<file path="src/rtl/kpd_pkg.sv">
// rtl/kpd_pkg.sv - keypad geometry, keymap and row-drive encoding shared by the scanner
package kpd_pkg;

  localparam int NUM_ROWS = 4;
  localparam int NUM_COLS = 4;
  localparam int NUM_KEYS = NUM_ROWS * NUM_COLS;

  typedef logic [1:0]          row_idx_t;
  typedef logic [NUM_KEYS-1:0] frame_t;

  // Indexed by {row, col}; frame bit 4r+c holds the key at row r, column c.
  localparam logic [3:0] KEYMAP [NUM_KEYS] = '{
    4'h1, 4'h2, 4'h3, 4'hA,
    4'h4, 4'h5, 4'h6, 4'hB,
    4'h7, 4'h8, 4'h9, 4'hC,
    4'h0, 4'hF, 4'hE, 4'hD
  };

  localparam logic [3:0] ROW_DRIVE [NUM_ROWS] = '{4'b1110, 4'b1101, 4'b1011, 4'b0111};

  function automatic logic [3:0] key_index(input frame_t keys);
    key_index = '0;
    for (int i = 0; i < NUM_KEYS; i++) begin
      if (keys[i]) key_index = i[3:0];
    end
  endfunction

endpackage

</file>
<file path="src/rtl/keypad_debounce.sv">
// rtl/keypad_debounce.sv - full-frame debounce, debounced key state and press-event decode
module keypad_debounce
  import kpd_pkg::*;
#(
  parameter int DEBOUNCE_SCANS = 4
) (
  input  logic       i_clk,
  input  logic       i_rst,
  input  logic       i_capture,
  input  row_idx_t   i_row_idx,
  input  logic [3:0] i_cols,
  output logic       o_press,
  output logic [3:0] o_code,
  output logic       o_key_down
);

  localparam int CW = $clog2(DEBOUNCE_SCANS + 1);

  frame_t        r_frame;
  frame_t        r_prev;
  frame_t        r_state;
  logic [CW-1:0] r_cnt;
  logic          r_press;
  logic [3:0]    r_code;
  logic          r_key_down;

  frame_t        w_frame;
  logic [CW-1:0] w_cnt_next;
  logic          w_frame_end;
  logic          w_update;
  logic          w_press;

  // The row being captured this cycle is merged in so the frame end sees the whole matrix.
  always_comb begin
    w_frame = r_frame;
    w_frame[{i_row_idx, 2'b00} +: 4] = i_cols;
  end

  always_comb begin
    w_cnt_next = CW'(1);
    if (w_frame == r_prev) begin
      w_cnt_next = (r_cnt == CW'(DEBOUNCE_SCANS)) ? r_cnt : r_cnt + CW'(1);
    end
  end

  assign w_frame_end = i_capture && (i_row_idx == 2'd3);
  assign w_update    = w_frame_end && (w_cnt_next == CW'(DEBOUNCE_SCANS));
  // Only a clean release-to-single-key transition counts; ghosted combos never fire.
  assign w_press     = w_update && (r_state == '0) && $onehot(w_frame);

  always_ff @(posedge i_clk or negedge i_rst) begin
    if (!i_rst) begin
      r_frame    <= '0;
      r_prev     <= '0;
      r_state    <= '0;
      r_cnt      <= '0;
      r_press    <= 1'b0;
      r_code     <= '0;
      r_key_down <= 1'b0;
    end else begin
      r_press <= w_press;
      if (i_capture) r_frame <= w_frame;
      if (w_frame_end) begin
        r_prev <= w_frame;
        r_cnt  <= w_cnt_next;
      end
      if (w_update) begin
        r_state    <= w_frame;
        r_key_down <= |w_frame;
      end
      if (w_press) r_code <= KEYMAP[key_index(w_frame)];
    end
  end

  assign o_press    = r_press;
  assign o_code     = r_code;
  assign o_key_down = r_key_down;

endmodule

</file>
<file path="src/rtl/keypad_scanner.sv">
// rtl/keypad_scanner.sv - 4x4 matrix keypad row scan, column sync and one-entry key buffer
module keypad_scanner
  import kpd_pkg::*;
#(
  parameter int SCAN_DIV       = 100000,
  parameter int DEBOUNCE_SCANS = 4
) (
  input  logic       i_clk,
  input  logic       i_rst,
  input  logic [3:0] i_col,
  output logic [3:0] o_row,
  input  logic       i_key_ready,
  output logic       o_key_valid,
  output logic [3:0] o_key_code,
  output logic       o_key_down,
  output logic       o_overrun
);

  localparam int DW = $clog2(SCAN_DIV);

  logic [DW-1:0] r_div;
  row_idx_t      r_row_idx;
  logic [3:0]    r_col_meta;
  logic [3:0]    r_col_sync;
  logic          r_key_valid;
  logic [3:0]    r_key_code;
  logic          r_overrun;

  logic          w_div_tc;
  logic          w_press;
  logic [3:0]    w_code;

  assign w_div_tc = (r_div == DW'(SCAN_DIV - 1));

  always_ff @(posedge i_clk or negedge i_rst) begin
    if (!i_rst) begin
      r_div     <= '0;
      r_row_idx <= '0;
    end else if (w_div_tc) begin
      r_div     <= '0;
      r_row_idx <= r_row_idx + 2'd1;
    end else begin
      r_div <= r_div + DW'(1);
    end
  end

  // Released (all high) is the safe idle value for the synchronizer.
  always_ff @(posedge i_clk or negedge i_rst) begin
    if (!i_rst) begin
      r_col_meta <= 4'hF;
      r_col_sync <= 4'hF;
    end else begin
      r_col_meta <= i_col;
      r_col_sync <= r_col_meta;
    end
  end

  assign o_row = ROW_DRIVE[r_row_idx];

  keypad_debounce #(
    .DEBOUNCE_SCANS (DEBOUNCE_SCANS)
  ) u_debounce (
    .i_clk      (i_clk),
    .i_rst      (i_rst),
    .i_capture  (w_div_tc),
    .i_row_idx  (r_row_idx),
    .i_cols     (~r_col_sync),
    .o_press    (w_press),
    .o_code     (w_code),
    .o_key_down (o_key_down)
  );

  always_ff @(posedge i_clk or negedge i_rst) begin
    if (!i_rst) begin
      r_key_valid <= 1'b0;
      r_key_code  <= '0;
      r_overrun   <= 1'b0;
    end else if (w_press) begin
      if (!r_key_valid || i_key_ready) begin
        r_key_code  <= w_code;
        r_key_valid <= 1'b1;
      end else begin
        r_overrun <= 1'b1;
      end
    end else if (r_key_valid && i_key_ready) begin
      r_key_valid <= 1'b0;
    end
  end

  assign o_key_valid = r_key_valid;
  assign o_key_code  = r_key_code;
  assign o_overrun   = r_overrun;

endmodule

</file>
<file path="config.mk">
export PLATFORM = sky130hd
export DESIGN_NAME = keypad_scanner
export DESIGN_NICKNAME = d
export VERILOG_FILES = /design/src/rtl/kpd_pkg.sv /design/src/rtl/keypad_debounce.sv /design/src/rtl/keypad_scanner.sv
export SDC_FILE = /design/constraint.sdc
export NUM_CORES = 1
export LEC_CHECK = 0
export CAP_MARGIN = 40
export CORE_MARGIN = 2
export CORE_UTILIZATION = 50
export DETAILED_ROUTE_END_ITERATION = 8
export DONT_BUFFER_PORTS = 1
export HOLD_SLACK_MARGIN = 0.06
export PLACE_DENSITY_LB_ADDON = 0.05
export SETUP_SLACK_MARGIN = 0.1
export SYNTH_ARGS = -nofsm -noshare
export SYNTH_HDL_FRONTEND = slang
export SYNTH_HIERARCHICAL = 1
export SYNTH_SLANG_ARGS = --single-unit
</file>
<file path="constraint.sdc">
create_clock -name i_clk -period 6.7 [get_ports i_clk]
set_input_delay 1.005 -clock i_clk [delete_from_list [all_inputs] [get_ports i_clk]]
set_output_delay 1.005 -clock i_clk [all_outputs]
set_load 0.02 [all_outputs]
</file>
==> results.yml <==
synthesis:
  yosys.cell_count.top_type: "sky130_fd_sc_hd__dfrtp_1"
  synth_area_um2: 5197
  yosys_most_used_dff: "sky130_fd_sc_hd__dfrtp_1"
  synth.area.top_cells: "sky130_fd_sc_hd__dfrtp_1 (39%), sky130_fd_sc_hd__ha_1 (5.3%), sky130_fd_sc_hd__dfstp_2 (4.0%), sky130_fd_sc_hd__fa_1 (3.9%), sky130_fd_sc_hd__mux2_2 (3.7%)"
  synth_async_sr_flop_share_pct: 100.0
  syn_inst: 493
  synth-seq-area-share_pct: 43.52
  synth_top_area_share_pct: 39.48
  post_synth_most_frequent_cells: "sky130_fd_sc_hd__dfrtp_1 (82), sky130_fd_sc_hd__inv_1 (44), sky130_fd_sc_hd__nor2_1 (37)"
  synthDistinctLibCells: 77
  synth_area_per_cell_um2: 10.54
  number_of_synthesized_flops_with_an_enable_pin: 0
  ys_seq_elements: 90
  syn-num-nets: 532
  yosys.area.top_type: "sky130_fd_sc_hd__dfrtp_1"
  number_of_warnings_reported_in_the_yosys_synthesis_log: 6
sta:
  final_hold_viol_count: 0
  fin_skew_ns: 0.01216
  timing_max_transition_violations_final: 0
  worst_margin_slew_ns: 0.7123
  timing.final.setup_violations: 0
  final_critical_path_setup_slack_ns: 0.5999
  period_needed_ns: 6.100
  timing.final.crit_share_pct: 91.05
  fmax_mhz: 163.9
  max_slew_margin_pct: 52.51
  setup-tns-final_ns: 0
  rsz0062_at_grt: "no"
critical_path:
  worst-path-max-fanout: 19
  worst_setup_path_endpoint: "u_debounce/o_code[3]"
  critPathTopFamily: "adder cells"
  worst_ep_required_time_ns: 6.95
  critPathBufInv: 6
  critical-path-slowest-cell: "sky130_fd_sc_hd__ha_1"
  kind_of_end_point_of_the_critical_path: "register"
  critical-path-max-stage-delay_ns: 0.63
  timing_worst_setup_path_type: "register to register"
  crit_arrival_ns: 6.35
  r2r-end: "u_debounce/o_code[3]"
  critical_path.startpoint_type: "register"
  ff2ff_path_depth: 21
  timing.critical_path.depth: 21
  crit_path_cell_trace: "buf_4 > inv_1 > ha_1 > and4b_1 > mux2i_1 > inv_1 > fa_1 > inv_1 > fa_1 > fa_1 > fa_1 > inv_1 > ha_1 > fa_1 > nor4_1 > nand3_1 > nor2_1 > nand3_1 > inv_1 > and2_1 > mux2_2"
  cp-startpoint: "r_row_idx[0]"
  worst_r2r_startpoint: "r_row_idx[0]"
  rrSetupSlack_ns: 0.60
pwr:
  power.clock.fraction_pct: 41.1
  power_density_nw_per_um2: 177.8
  vdd.ir_drop.worst_v: 0.0001140
  cellInternalPower_mw: 0.7705
  power_frac_comb_pct: 3.3
  pwr-share-seq_pct: 55.6
  power.share.switching_pct: 21.80
  static-leakage-power_nw: 2.627
  p_sw_mw: 0.2148
floorplanning:
  floorplan.die.height_um: 106.0
  core_area_um2: 10180
  floorplan.io_pins: 18
  num_rows: 37
  die_x_um: 106.0
  die_area_um2: 11230
  start_util_pct: 51.03
clock_tree:
  post_cts_buffers: 0
  cts-root-to-sink-buffers: 2
  cts_resized: 0
  cts_inserted_buffers: 9
  cts_root_cell: "sky130_fd_sc_hd__clkbuf_8"
  cts.clk_slew.worst_paths_ns: 0.09
  clkSinkCount: 90
  insertion_delay_ns: 0.37
  cts_tree: "yes"
  holdBufCountCts: 0
  h_tree_levels: 3
global_route:
  first_global_vias: 3570
  grt_util_all_layers_pct: 21.10
  grt_start_max_net_pins: 91
  antenna_found_initial: 0
  grt_pass1_wl_um: 18360
  global_route.overflow_total: 0
run:
  number_of_max_capacitance_violations_reported: 0
layout:
  ff_latch_area_um2: 2262
  fin_nets: 534
  postLayoutCellArea_um2: 5540
  layout-drive-gt1-share_pct: 14.60
  layout-area-overhead-vs-synth_pct: 6.596
  antenna_cells: 0
  n_fill_cell: 907
  multi_input_area_um2: 2664
  layout.core_utilization_pct: 54.40
route:
  totalWireLength_um: 10850
  detailroute.via_count: 3522
  antenna_left: 0
  avgViaCountPerCell: 5.538
  drt_pre_antenna_iters: 4
  drt_iter0_drc: 185
  detail_route.drc_violations: 0
  post_drt_wl_per_cell_um: 17.06
run_status:
  outcome: "completed"
placed_design:
  dp_hpwl_um: 7628
  dpl-instance-area_um2: 5330
  count_of_buffers_inserted_at_the_top_level_ports: 0
  dp_worst_setup_slack_ns: 0.6204
  place.gp.congestion: 0.8418
hold_path:
  holdCritPathClass: "primary input to async pin"
==> metrics by stage <==
| stage | total power, mW | hold WS, ns | instances |
|---|---|---|---|
| 2_1_floorplan | 0.5823 | 0.3452 | 493 |
| 3_5_place_dp | 0.5912 | 0.3468 | 620 |
| 5_1_grt | 1.024 | 0.2987 | 636 |
| 6_report | 0.9853 | 0.3267 | 636 |
| 3_3_place_gp | 0.5902 | 0.3459 | 620 |
| 4_1_cts | 0.9959 | 0.3079 | 636 |
==> area by class of cell <==
class	instances	area share (%)
multi-input combinational	341	48.08
sequential	90	40.83
inverter	45	3.139
tap	136	3.071
clock buffer	11	2.371
clock inverter	5	1.423
timing repair buffer	8	1.084
==> cell usage in the layout (no fill, tap or decap), drive strengths merged, types with 12 or more instances in the layout <==
| cell | instances |
|---|---|
| dfrtp | 82 |
| nor2b | 13 |
| xnor2 | 16 |
| nand2 | 34 |
| o21ai | 24 |
| ha | 22 |
| mux2 | 18 |
| inv | 45 |
| nand3 | 12 |
| mux2i | 12 |
| nor2 | 37 |
| a21oi | 25 |
==> sequential cells by signal (all words and copies together), names as in the netlist, 3 cells and up <==
register / count
r_div: 17
u_debounce/r_frame: 16
u_debounce/r_prev: 16
u_debounce/r_state: 16
o_key_code: 4
r_col_meta: 4
r_col_sync: 4
u_debounce/o_code: 4
u_debounce/r_cnt: 3
==> how the worst min path moves through the flow <==
stage / from / cells after the start / slack (ns) / endpoint
floorplan: r_col_meta[0] / 0 / 0.35 / r_col_sync[0]
global placement: r_col_meta[2] / 0 / 0.35 / r_col_sync[2]
detailed placement: r_col_meta[0] / 0 / 0.35 / r_col_sync[0]
CTS: i_rst / 0 / 0.31 / u_debounce/r_state[10]
global route: i_rst / 0 / 0.30 / u_debounce/r_prev[3]
finish: i_rst / 0 / 0.33 / u_debounce/r_state[10]
==> power groups by stage <==
stage | sequential (mW) | clock [mW] | combinational (mW)
6_report | 0.548 | 0.405 | 0.0327
5_1_grt | 0.548 | 0.440 | 0.0362
4_1_cts | 0.548 | 0.415 | 0.0330
3_5_place_dp | 0.558 | 0 | 0.0329
3_3_place_gp | 0.558 | 0 | 0.0319
2_1_floorplan | 0.558 | 0 | 0.0240
==> logic make-up (layout without fill, tap and decap cells) <==
| group | Yosys count | count (layout) | share of synthesized area [%] |
|---|---|---|---|
| flip-flops | 90 | 90 | 43.52 |
| buffers and inverters | 62 | 69 | 5.320 |
| AO/OA/AOI/OAI | 96 | 96 | 13.36 |
| XOR/XNOR | 27 | 27 | 4.694 |
| adder cells (fa/ha/maj) | 32 | 32 | 9.148 |
| AND/OR/NAND/NOR | 156 | 156 | 17.67 |
| multiplexers | 30 | 30 | 6.283 |
==> per-layer routing <==
layer  vias to the layer above  routed length [um]  global-route usage, %
met5                         -                   0                      0
met4                         0                 218                  8.647
met3                        17                 305                  3.495
met2                        54                4822                  31.98
met1                      1730                5504                  30.25
li1                       1721                   -                      -
Power figures use the tool's default switching activity.
